<file path="src/rtl/mem_access_unit.sv">
// Serialises byte/half/word loads and stores into single-byte memory cycles.
// Define MAU_UNALIGNED_EN to allow misaligned half/word accesses.
module mem_access_unit #(
    parameter int ADDR_W = 32,
    parameter int DATA_W = 32
) (
    input  logic              clk,
    input  logic              rst_n,
    input  logic              req_valid,
    output logic              req_ready,
    input  logic              req_write,
    input  logic [1:0]        req_size,
    input  logic              req_signed,
    input  logic [ADDR_W-1:0] req_addr,
    input  logic [DATA_W-1:0] req_wdata,
    output logic              resp_valid,
    output logic [DATA_W-1:0] resp_rdata,
    output logic              resp_err,
    output logic [ADDR_W-1:0] mem_addr,
    output logic [DATA_W-1:0] mem_wdata,
    output logic              mem_read,
    output logic              mem_write,
    input  logic [DATA_W-1:0] mem_rdata
);

    typedef enum logic [1:0] {IDLE, XFER, CAPT, RESP} state_t;

    state_t             state, state_n;
    logic [1:0]         idx, idx_n, idx_inc, last_idx;
    logic               lat_write, lat_signed;
    logic [1:0]         lat_size;
    logic [ADDR_W-1:0]  lat_addr;
    logic [DATA_W-1:0]  lat_wdata;
    logic [DATA_W-1:0]  rbuf, rbuf_n;
    logic               accept, illegal;
    logic [ADDR_W-1:0]  mem_addr_n;
    logic [DATA_W-1:0]  mem_wdata_n, resp_rdata_n;
    logic               mem_read_n, mem_write_n, resp_valid_n, resp_err_n;
    logic               unused_rdata;

    assign unused_rdata = ^mem_rdata[DATA_W-1:8];
    assign accept       = (state == IDLE) && req_ready && req_valid;
    assign idx_inc      = idx + 2'd1;

    function automatic logic [7:0] byte_of(input logic [DATA_W-1:0] w, input logic [1:0] i);
        return w[{i, 3'b000} +: 8];
    endfunction

    function automatic logic [DATA_W-1:0] extend(input logic [DATA_W-1:0] d,
                                                 input logic [1:0] sz, input logic sgn);
        case (sz)
            2'b00:   return {{(DATA_W-8){sgn & d[7]}}, d[7:0]};
            2'b01:   return {{(DATA_W-16){sgn & d[15]}}, d[15:0]};
            default: return d;
        endcase
    endfunction

    always_comb begin
`ifdef MAU_UNALIGNED_EN
        illegal = (req_size == 2'b11);
`else
        illegal = (req_size == 2'b11)
               || (req_size == 2'b01 && req_addr[0])
               || (req_size == 2'b10 && req_addr[1:0] != 2'b00);
`endif
    end

    always_comb begin
        case (lat_size)
            2'b00:   last_idx = 2'd0;
            2'b01:   last_idx = 2'd1;
            default: last_idx = 2'd3;
        endcase
    end

    // Next-state and next-output logic; every output is registered below.
    always_comb begin
        state_n      = state;
        idx_n        = idx;
        rbuf_n       = rbuf;
        mem_addr_n   = mem_addr;
        mem_wdata_n  = '0;
        mem_read_n   = 1'b0;
        mem_write_n  = 1'b0;
        resp_valid_n = 1'b0;
        resp_err_n   = 1'b0;
        resp_rdata_n = '0;
        case (state)
            IDLE: begin
                if (accept) begin
                    idx_n = 2'd0;
                    if (illegal) begin
                        state_n      = RESP;
                        resp_valid_n = 1'b1;
                        resp_err_n   = 1'b1;
                    end else begin
                        state_n     = XFER;
                        mem_addr_n  = req_addr;
                        mem_write_n = req_write;
                        mem_read_n  = !req_write;
                        if (req_write)
                            mem_wdata_n = {{(DATA_W-8){1'b0}}, req_wdata[7:0]};
                    end
                end
            end
            XFER: begin
                if (lat_write) begin
                    if (idx == last_idx) begin
                        state_n      = RESP;
                        resp_valid_n = 1'b1;
                    end else begin
                        idx_n       = idx_inc;
                        mem_addr_n  = lat_addr + ADDR_W'(idx_inc);
                        mem_write_n = 1'b1;
                        mem_wdata_n = {{(DATA_W-8){1'b0}}, byte_of(lat_wdata, idx_inc)};
                    end
                end else begin
                    state_n = CAPT;
                end
            end
            CAPT: begin
                // Memory registered the byte on the previous edge; merge it now.
                rbuf_n[{idx, 3'b000} +: 8] = mem_rdata[7:0];
                if (idx == last_idx) begin
                    state_n      = RESP;
                    resp_valid_n = 1'b1;
                    resp_rdata_n = extend(rbuf_n, lat_size, lat_signed);
                end else begin
                    idx_n      = idx_inc;
                    state_n    = XFER;
                    mem_addr_n = lat_addr + ADDR_W'(idx_inc);
                    mem_read_n = 1'b1;
                end
            end
            RESP:    state_n = IDLE;
            default: state_n = IDLE;
        endcase
    end

    always_ff @(posedge clk or negedge rst_n) begin
        if (!rst_n) begin
            state      <= IDLE;
            idx        <= 2'd0;
            rbuf       <= '0;
            lat_write  <= 1'b0;
            lat_signed <= 1'b0;
            lat_size   <= 2'b00;
            lat_addr   <= '0;
            lat_wdata  <= '0;
            req_ready  <= 1'b0;
            mem_addr   <= '0;
            mem_wdata  <= '0;
            mem_read   <= 1'b0;
            mem_write  <= 1'b0;
            resp_valid <= 1'b0;
            resp_err   <= 1'b0;
            resp_rdata <= '0;
        end else begin
            state      <= state_n;
            idx        <= idx_n;
            rbuf       <= rbuf_n;
            req_ready  <= (state_n == IDLE);
            mem_addr   <= mem_addr_n;
            mem_wdata  <= mem_wdata_n;
            mem_read   <= mem_read_n;
            mem_write  <= mem_write_n;
            resp_valid <= resp_valid_n;
            resp_err   <= resp_err_n;
            resp_rdata <= resp_rdata_n;
            if (accept) begin
                lat_write  <= req_write;
                lat_signed <= req_signed;
                lat_size   <= req_size;
                lat_addr   <= req_addr;
                lat_wdata  <= req_wdata;
            end
        end
    end

endmodule

</file>
<file path="config.mk">
export PLATFORM = sky130hd
export DESIGN_NAME = mem_access_unit
export DESIGN_NICKNAME = d
export VERILOG_FILES = /design/src/rtl/mem_access_unit.sv
export SDC_FILE = /design/constraint.sdc
export NUM_CORES = 1
export LEC_CHECK = 0
export BUFFER_PORTS_ARGS = -buffer_cell sky130_fd_sc_hd__buf_2
export CAP_MARGIN = 25
export CORE_MARGIN = 10
export CORE_UTILIZATION = 40
export CTS_CLUSTER_SIZE = 40
export DETAILED_ROUTE_END_ITERATION = 10
export PLACE_DENSITY = 0.69
export REMOVE_ABC_BUFFERS = 1
export SYNTH_ARGS = -nofsm -noshare
export SYNTH_HDL_FRONTEND = slang
export SYNTH_SLANG_ARGS = --single-unit
</file>
<file path="constraint.sdc">
create_clock -name clk -period 2.9 [get_ports clk]
set_input_delay 0.87 -clock clk [delete_from_list [all_inputs] [get_ports clk]]
set_output_delay 0.87 -clock clk [all_outputs]
set_load 0.02 [all_outputs]
</file>
==> results of run 1 <==
## worst paths after layout
kind / from / end / slack (ns) / cells past startpoint
hold reg to reg: lat_wdata[25] / lat_wdata[25] / 0.47 / 2
hold / removal: rst_n / resp_rdata[3] / 0.40 / 1
max in group asynchronous: rst_n / resp_rdata[26] / 1.79 / 2
setup reg to reg: idx[0] / mem_addr[28] / 0.16 / 8
setup / recovery: idx[0] / mem_addr[28] / 0.16 / 8
min in group clk: lat_wdata[25] / lat_wdata[25] / 0.47 / 2
## sequential cells by signal, summed over array words and instances, names as in the netlist
name	cells
req_ready	1
lat_addr	32
idx	2
mem_wdata	8
lat_write	1
resp_err	1
mem_addr	32
mem_read	1
resp_rdata	32
mem_write	1
resp_valid	1
lat_wdata	32
rbuf	32
state	2
lat_size	2
lat_signed	1
## routing by layer
metal,global-route usage,vias up
met3,0.0487,25
met1,0.202,3336
met2,0.259,203
met4,0.0523,2
li1,-,3351
met5,0,-
## synthesized netlist by cell type, types with 10 or more instances
library cell and instances:
a31oi_1 18, mux2i_1 12, nand2b_1 17, buf_4 24
a21oi_1 27, ha_1 10, a22o_1 25, inv_1 29
clkbuf_1 41, nor2_1 24, o21ai_0 46, dfrtp_1 181
nand2_1 291, nor2b_1 10, xnor2_1 17, nor3_1 13
nand3_1 14
## layout make-up
type	count	area share
Tap cell	275	0.0334
Timing Repair Buffer	183	0.0998
Multi-Input combinational cell	659	0.357
Clock inverter	13	0.0156
Inverter	29	0.0106
Sequential cell	181	0.439
Clock buffer	19	0.0439
Antenna cell	3	0.000728
## worst max-delay path, delay by kind of cell, from the launching register on
family / cells / cell delay [ns]
AND/OR/NAND/NOR: 3 / 1.12
adder cells (fa/ha/maj): 2 / 0.76
flip-flops: 1 / 0.38
XOR/XNOR: 1 / 0.16
AO/OA/AOI/OAI: 1 / 0.09
buffers and inverters: 1 / 0.07
## placed cells by master (no fill, tap or decap), drive strengths merged, types with 10 or more instances in the layout
master	n
nand2	291
buf	183
dfrtp	181
o21ai	49
inv	34
a21oi	27
a22o	25
nor2	24
conb	24
clkbuf	19
a31oi	18
nand2b	17
xnor2	17
nand3	15
nor3	13
mux2i	12
nor2b	10
ha	10
nand4	10
## logic make-up (layout without fill, tap and decap cells)
family / Yosys count / count (layout) / share of synthesized area
compound gates: 156 / 156 / 0.118
fa+ha+maj: 11 / 11 / 0.0169
xor+xnor: 24 / 24 / 0.0244
other cells: 1 / 27 / 0.000436
mux: 20 / 20 / 0.0349
simple gates: 424 / 424 / 0.220
buf+inv: 106 / 244 / 0.0583
flops: 181 / 181 / 0.526
## power by group through the flow
| stage | Clock, mW | Combinational [mW] | Sequential [mW] |
|---|---|---|---|
| after global placement | 0 | 4.52 | 4.05 |
| after global routing | 2.55 | 5.20 | 4.19 |
| final | 2.40 | 4.62 | 4.05 |
| after detailed placement | 0 | 4.65 | 4.09 |
| after floorplan | 0 | 2.72 | 4.37 |
| after CTS | 2.47 | 4.67 | 4.05 |
==> impl_metrics.csv, run 1 <==
group,metric,value,unit
global_route,grt_pass1_vias,7103,
setup_path,cp_max_fo,10,
setup_path,crit_type,"reg -> reg",
clock_tree,cts_setup_buffers,0,
clock_tree,clk_latency,0.43,ns
sta,fin_crit,2.74,ns
layout,multiInputGateArea,3680,um^2
setup_path,cp-start-kind,"register",
global_route,globalRouteOverflowTotal,0,
synthesis,synth_area,8610,um^2
placed_design,dpl-instance-area,9690,um^2
sta,worst_slack,0.164,ns
routing,avgRoutedWirePerCell,16.5,um
sta,finalHoldViolCount,0,
sta,clock_skew,0.0107,ns
routing,wl_met3,1520,um
clock_tree,h-tree-depth,4,
sta,maxSlewHeadroom,0.461,
floorplanning,dieArea,27800,um^2
placed_design,place.gp.congestion,0.875,
layout,post-route-util,0.489,
synthesis,synth-seq-cells,181,
routing,vias,6917,
synthesis,yosysSeqAreaShare,0.526,
setup_path,cp-end-kind,"register",
floorplanning,die_w,167,um
synthesis,ys_types,62,
routing,dr.first_iter.drc_count,377,
floorplanning,dieHeight,167,um
power,switchingPower,4.52,mW
layout,design_area,10300,um^2
sta,max_freq,0.365,GHz
synthesis,syn_avg_cell_area,9.32,um^2
synthesis,yosysTopAreaCell,"dfrtp_1",
power,peakVddDrop,0.492,mV
power,swShare,0.408,
layout,drive_above_1_share,0.217,
clock_tree,cts_made_buffers,17,
routing,dr.pass1.iters,5,
setup_path,worst_ep_arrival_time,3.02,ns
clock_tree,clock-root-buffer,"clkbuf_16",
sta,worst_hold_slack,0.400,ns
setup_path,worstPathRequired,3.18,ns
global_route,antenna_found_initial,4,
global_route,grt.total_usage,0.161,
clock_tree,post_cts_resized,0,
power,cellLeakagePower,5.10,nW
sta,maxSlewViolCount,0,
routing,drc,0,
clock_tree,cts_buffer_depth,2,
power,clockPowerShare,0.217,
routing,viasPerCell,5.08,
routing,finalWirelength,22400,um
synthesis,netlist.area_leader.share,0.526,
global_route,grt_start_max_net_pins,75,
synthesis,synth_edf_count,0,
synthesis,ys_warn_count,0,
setup_path,critical-path-max-stage-delay,0.46,ns
placed_design,io_buffers,155,
routing,wl_met2,10600,um
routing,drt-met1-wl,9870,um
hold_path,min_path_type,"in -> async",
setup_path,path_cells,"inv_1 -> ha_1 -> fa_1 -> and4_1 -> nand4_2 -> nor4_1 -> xnor2_1 -> o211ai_1",
run_status,status,"finished clean",
setup_path,cp_slowest_cell,"ha_1",
layout,fillCellCount,1988,
layout,nets,1185,
placed_design,hpwl,15800,um
layout,fin_cells,1362,
synthesis,ys.flop_type,"dfrtp_1",
floorplanning,top_level_ports,204,
job,max_cap_violations,0,
synthesis,syn_inst,923,
floorplanning,core,21100,um^2
synthesis,synth_area_leaders,"dfrtp_1 (53%), nand2_1 (13%), o21ai_0 (2.7%)",
clock_tree,cts_tree,"yes",
clock_tree,holdBufCountCts,0,
synthesis,postSynth.asyncResetShare,1.00,
power,power.internal,6.55,mW
global_route,grt_pass1_wl,37000,um
floorplanning,initial_utilization,0.408,
floorplanning,num_rows,53,
power,cellPowerDensity,1070,nW/um^2
placed_design,dp.cells,1327,
routing,top_layer,"met5",
sta,fin_crit_sh,0.944,
placed_design,dp_worst_setup_slack,0.212,ns
layout,regArea,4530,um^2
power,seq_power_share,0.366,
sta,setup-violations-final,0,
power,fin_total_pwr,11.1,mW
sta,worst_pin_slew,0.808,ns
sta,tns,0,ns
clock_tree,cts.sinks,181,
power,comb_power_share,0.417,
clock_tree,clk_pin_slew,0.07,ns
routing,ant_nets,0,
layout,area_growth,19.9,%
Power figures use the tool's default switching activity.
==> run 2, diff against run 1 <==
Settings changed: MAX_ROUTING_LAYER set to met4.
==> run 2 against run 1 <==
Register-to-register slack improved by 0.02 ns. Core utilization about the same. Clock-buffer cell count unchanged. Die area unchanged. Cell count about the same. Sequential power about the same. Routed wire length decreased by 0.38%. Clock skew increased by 0.00075 ns. Clock power about the same. Design area about the same. Critical endpoint unchanged. Largest cell class unchanged. Highest routed layer is now met4.
==> impl_metrics.csv, run 2 (synthesis gave the netlist of run 1 again) <==
group,metric,value,unit
floorplanning,core,21100,um^2
routing,top_layer,"met4",
sta,fin_crit_sh,0.936,
power,comb_power_share,0.417,
setup_path,regToRegSetupSlack,0.19,ns
global_route,grt_pass1_vias,7116,
floorplanning,num_rows,53,
floorplanning,dieArea,27800,um^2
placed_design,hpwl,15800,um
routing,vias,6911,
clock_tree,cts_made_buffers,17,
power,peakVddDrop,0.492,mV
power,cellPowerDensity,1070,nW/um^2
setup_path,reg2regPathDepth,8,
layout,nets,1185,
job,max_cap_violations,0,
sta,setup-violations-final,0,
clock_tree,post_cts_resized,0,
sta,finalHoldViolCount,0,
clock_tree,clk_latency,0.43,ns
routing,drt-met1-wl,10000,um
floorplanning,dieHeight,167,um
sta,clock_skew,0.0114,ns
sta,fin_crit,2.71,ns
layout,drive_above_1_share,0.216,
global_route,grt_start_max_net_pins,75,
layout,final_common_cell,"nand2_1",
global_route,globalRouteOverflowTotal,0,
floorplanning,initial_utilization,0.408,
setup_path,cp_max_fo,10,
layout,design_area,10300,um^2
sta,worst_hold_slack,0.397,ns
sta,rsz0062_at_grt,"no",
global_route,antenna_found_initial,4,
global_route,grt_pass1_wl,36900,um
clock_tree,clk_pin_slew,0.07,ns
routing,wl_met2,10700,um
clock_tree,holdBufCountCts,0,
placed_design,io_buffers,155,
clock_tree,cts.sinks,181,
run_status,status,"finished clean",
setup_path,rr_endpoint,"mem_addr[28]",
placed_design,dp.cells,1327,
setup_path,critical-path-max-stage-delay,0.46,ns
clock_tree,cts_buffer_depth,2,
routing,ant_nets,0,
setup_path,worstPathRequired,3.18,ns
floorplanning,die_w,167,um
sta,max_freq,0.369,GHz
placed_design,place.gp.congestion,0.889,
power,switchingPower,4.52,mW
floorplanning,top_level_ports,204,
placed_design,dpl-instance-area,9690,um^2
setup_path,r2r_start,"idx[0]",
setup_path,cp-start-kind,"register",
power,seq_power_share,0.366,
clock_tree,cts_tree,"yes",
routing,finalWirelength,22300,um
power,cellLeakagePower,5.10,nW
clock_tree,h-tree-depth,4,
setup_path,cp-end-kind,"register",
layout,fin_cells,1363,
power,fin_total_pwr,11.1,mW
hold_path,min_path_type,"in -> async",
clock_tree,clock-root-buffer,"clkbuf_16",
sta,maxSlewHeadroom,0.467,
global_route,grt.total_usage,0.166,
layout,final_cell_mix,"nand2_1 (291), dfrtp_1 (181), buf_2 (154)",
layout,fillCellCount,1986,
setup_path,crit_type,"reg -> reg",
setup_path,path_cells,"inv_1 -> ha_1 -> fa_1 -> and4_1 -> nand4_2 -> nor4_1 -> xnor2_1 -> o211ai_1",
power,power.internal,6.55,mW
routing,drc,0,
clock_tree,cts_setup_buffers,0,
layout,area_growth,19.8,%
power,clockPowerShare,0.217,
routing,dr.pass1.iters,6,
routing,avgRoutedWirePerCell,16.4,um
power,swShare,0.408,
sta,worst_pin_slew,0.799,ns
routing,dr.first_iter.drc_count,415,
routing,viasPerCell,5.07,
setup_path,cp_slowest_cell,"ha_1",
sta,maxSlewViolCount,0,
setup_path,worst_ep_arrival_time,3.00,ns
routing,wl_met3,1270,um
-- run 2: cell types whose count changed in the layout (fill, tap and decap cells not counted), sizes merged --
| cell | delta |
|---|---|
| diode | +1 |
-- run 2: metal layers --
layer / GRT usage / vias to the layer above
li1: - / 3354
met3: 0.0433 / 16
met1: 0.206 / 3332
met5: - / -
met4: 0.0523 / 0
met2: 0.259 / 209
-- run 2: worst max-delay path by stage --
stage,from,to,slack (ns)
after CTS,idx[0],mem_addr[28],0.18
after floorplan,req_valid,mem_addr[21],-1.06
after global routing,idx[0],mem_addr[30],0.005
after global placement,idx[0],mem_addr[28],0.24
final,idx[0],mem_addr[28],0.19
after detailed placement,idx[0],mem_addr[28],0.21
-- run 2: layout make-up --
class	count	area, um^2	share of cell area
timing repair buffer	183	1030	0.0999
tap	275	344	0.0334
inverter	29	109	0.0106
clock inverter	13	161	0.0157
clock buffer	19	453	0.0439
multi-input combinational	659	3680	0.356
antenna	4	10.0	0.000971
sequential	181	4530	0.439
-- run 2: worst max-delay path, delay by kind of cell (launching register included) --
family | cells | cell delay, ns
flops | 1 | 0.37
buf+inv | 1 | 0.07
simple gates | 3 | 1.10
xor+xnor | 1 | 0.16
fa+ha+maj | 2 | 0.76
compound gates | 1 | 0.10
-- run 2: per-stage QoR --
| stage | utilization | setup TNS (ns) | worst slack, ns |
|---|---|---|---|
| after global routing | 0.489 | 0 | 0.00520 |
| after global placement | 0.459 | 0 | 0.244 |
| final | 0.489 | 0 | 0.186 |
| after CTS | 0.489 | 0 | 0.180 |
| after floorplan | - | -28.03 | -1.06 |
| after detailed placement | 0.459 | 0 | 0.212 |
-- run 2: power groups by stage --
stage / logic, mW / registers [mW] / clock network [mW]
after floorplan: 2.72 / 4.37 / 0
final: 4.62 / 4.05 / 2.40
after global placement: 4.52 / 4.05 / 0
after detailed placement: 4.65 / 4.09 / 0
after CTS: 4.67 / 4.05 / 2.47
after global routing: 5.19 / 4.19 / 2.55
==> run 3, diff against run 2 <==
Settings changed: ABC_AREA set to 1, PLACE_DENSITY 0.69 to 0.68.
==> run 3 against run 2 <==
Combinational power rose by 16%. Clock skew rose by 0.0048 ns. Highest routed layer unchanged. Sequential power barely moved. Clock power rose by 3%. Critical path type unchanged.
==> impl_metrics.csv, run 3 <==
group,metric,value,unit
setup_path,rr_endpoint,"resp_rdata[16]",
power,cellLeakagePower,5.48,nW
synthesis,ys.flop_type,"dfrtp_1",
setup_path,regToRegSetupSlack,0.51,ns
routing,avgRoutedWirePerCell,15.4,um
routing,dr.first_iter.drc_count,610,
floorplanning,dieArea,28800,um^2
setup_path,cpMostUsedCell,"nand2_2",
sta,rsz0062_at_grt,"no",
sta,finalHoldViolCount,0,
setup_path,worst_ep_arrival_time,2.75,ns
clock_tree,cts_made_buffers,17,
layout,fin_cells,1606,
clock_tree,cts.sinks,181,
sta,clock_skew,0.0162,ns
clock_tree,clock-root-buffer,"clkbuf_16",
synthesis,yosysSeqAreaShare,0.505,
sta,worst_pin_slew,0.535,ns
sta,maxSlewViolCount,0,
setup_path,cp-end-kind,"register",
sta,max_freq,0.419,GHz
routing,ant_nets,0,
setup_path,cp-start-kind,"register",
global_route,grt_pass1_vias,7700,
layout,drive_above_1_share,0.169,
synthesis,yosysTopAreaCell,"dfrtp_1",
layout,nets,1426,
floorplanning,top_level_ports,204,
floorplanning,die_w,170,um
floorplanning,num_rows,54,
synthesis,synth_area_leaders,"dfrtp_1 (50%), nand2_1 (16%), o21ai_0 (6.1%)",
routing,drc,0,
layout,regArea,4530,um^2
sta,maxSlewHeadroom,0.643,
setup_path,critical-path-max-stage-delay,0.43,ns
routing,vias,7865,
routing,finalWirelength,24800,um
clock_tree,cts_setup_buffers,0,
synthesis,ys_types,39,
placed_design,hpwl,17600,um
layout,fillCellCount,2158,
layout,area_growth,17.8,%
synthesis,postSynth.asyncResetShare,1.00,
setup_path,cp_slowest_cell,"dfrtp_1",
routing,dr.pass1.iters,5,
sta,worst_hold_slack,0.373,ns
setup_path,critPathTopFamily,"simple AND/OR/NAND/NOR gates",
synthesis,synth_area,8980,um^2
clock_tree,clk_latency,0.44,ns
layout,final_cell_mix,"nand2_1 (389), dfrtp_1 (181), buf_2 (154)",
setup_path,path_cells,"inv_1 -> ha_1 -> buf_4 -> inv_2 -> nor2_2 -> nand2_2 -> o22ai_2 -> nand3_1 -> nand2_1 -> nand2_2 -> nor2_1",
clock_tree,h-tree-depth,4,
hold_path,min_path_type,"in -> async",
clock_tree,cts_buffer_depth,2,
setup_path,reg2regPathDepth,11,
clock_tree,clk_pin_slew,0.08,ns
job,max_cap_violations,0,
global_route,globalRouteOverflowTotal,0,
setup_path,cp.depth,11,
setup_path,cp_max_fo,16,
placed_design,dp.cells,1573,
clock_tree,holdBufCountCts,0,
floorplanning,dieHeight,170,um
placed_design,io_buffers,155,
synthesis,syn_inst,1174,
global_route,grt_pass1_wl,40600,um
layout,final_common_cell,"nand2_1",
global_route,grt_start_max_net_pins,57,
sta,fin_crit_sh,0.824,
synthesis,netlist.area_leader.share,0.505,
global_route,grt.total_usage,0.179,
setup_path,worstPathRequired,3.26,ns
setup_path,worst-path-buf-inv,3,
synthesis,synth_common_cells,"nand2_1 (389), dfrtp_1 (181), nor2_1 (143), o21ai_0 (110), inv_1 (107)",
setup_path,crit_type,"reg -> reg",
synthesis,ys_warn_count,0,
floorplanning,core,22000,um^2
power,cellPowerDensity,1120,nW/um^2
sta,fin_crit,2.39,ns
global_route,antenna_found_initial,1,
layout,post-route-util,0.481,
layout,multiInputGateArea,3700,um^2
synthesis,synth_edf_count,0,
clock_tree,post_cts_resized,0,
synthesis,synth-seq-cells,181,
synthesis,synth.most_common_cell,"nand2_1",
routing,viasPerCell,4.90,
run_status,status,"finished clean",
floorplanning,initial_utilization,0.409,
clock_tree,cts_tree,"yes",
sta,setup-violations-final,0,
placed_design,place.gp.congestion,0.879,
setup_path,r2r_start,"idx[1]",
synthesis,syn_avg_cell_area,7.65,um^2
power,peakVddDrop,0.557,mV
==> run 3: changes by cell type after synthesis, moves of 25 or more <==
cell / delta
nor2_1: +119
a22o_1: -25
nand2_1: +98
nand3_1: +52
o21ai_0: +64
inv_1: +78
o22ai_1: +37
==> run 3: kinds of logic (layout without fill, tap and decap cells) <==
logic type | count (synthesis) | in the layout | share of synthesized area
AO/OA/AOI/OAI | 174 | 174 | 0.105
XOR/XNOR | 3 | 3 | 0.00293
adder cells (fa/ha/maj) | 11 | 11 | 0.0162
buffers and inverters | 186 | 314 | 0.0935
flip-flops | 181 | 181 | 0.505
other | 1 | 25 | 0.000418
AND/OR/NAND/NOR | 618 | 618 | 0.278
==> run 3: through the flow <==
stage / setup WS, ns / setup TNS (ns) / instance area (um^2) / power, mW
2_1_floorplan: -0.812 / -30.28 / 8650 / 7.65
3_3_place_gp: 0.549 / 0 / 9940 / 9.32
3_5_place_dp: 0.505 / 0 / 9940 / 9.44
4_1_cts: 0.515 / 0 / 10600 / 11.9
5_1_grt: 0.295 / 0 / 10600 / 12.9
6_report: 0.511 / 0 / 10600 / 11.9
==> run 3: how the worst max path moves through the flow <==
stage / endpoint / slack, ns / start
2_1_floorplan: mem_wdata[0] / -0.81 / req_valid
3_3_place_gp: mem_addr[21] / 0.55 / req_addr[0]
3_5_place_dp: resp_rdata[16] / 0.51 / idx[1]
4_1_cts: resp_rdata[16] / 0.51 / idx[1]
5_1_grt: mem_addr[10] / 0.29 / idx[1]
6_report: resp_rdata[16] / 0.51 / idx[1]
==> run 3: layout make-up <==
cell class              instances  share of cell area
well taps                     280              0.0331
clock buffers                  18              0.0415
flip-flops and latches        181               0.429
clock inverters                14              0.0179
repair buffers                169              0.0887
multi-input cells             830               0.350
inverters                     113              0.0401
diodes                          1            0.000237
==> run 3: metal layers <==
metal  wire, um  vias up  global-route usage
met4        334        0              0.0504
li1           -     3931                   -
met5          0        -                   -
met2      11400      237               0.274
met3       1220       21              0.0307
met1      11800     3676               0.239
==> run 3: report_power, final <==
part | leakage (nW) | switching [mW] | internal (mW) | total (mW)
Sequential | 2.35 | 0.594 | 3.47 | 4.06
Combinational | 2.82 | 3.67 | 1.68 | 5.35
Clock | 0.308 | 1.12 | 1.34 | 2.46
Total | 5.48 | 5.38 | 6.49 | 11.9
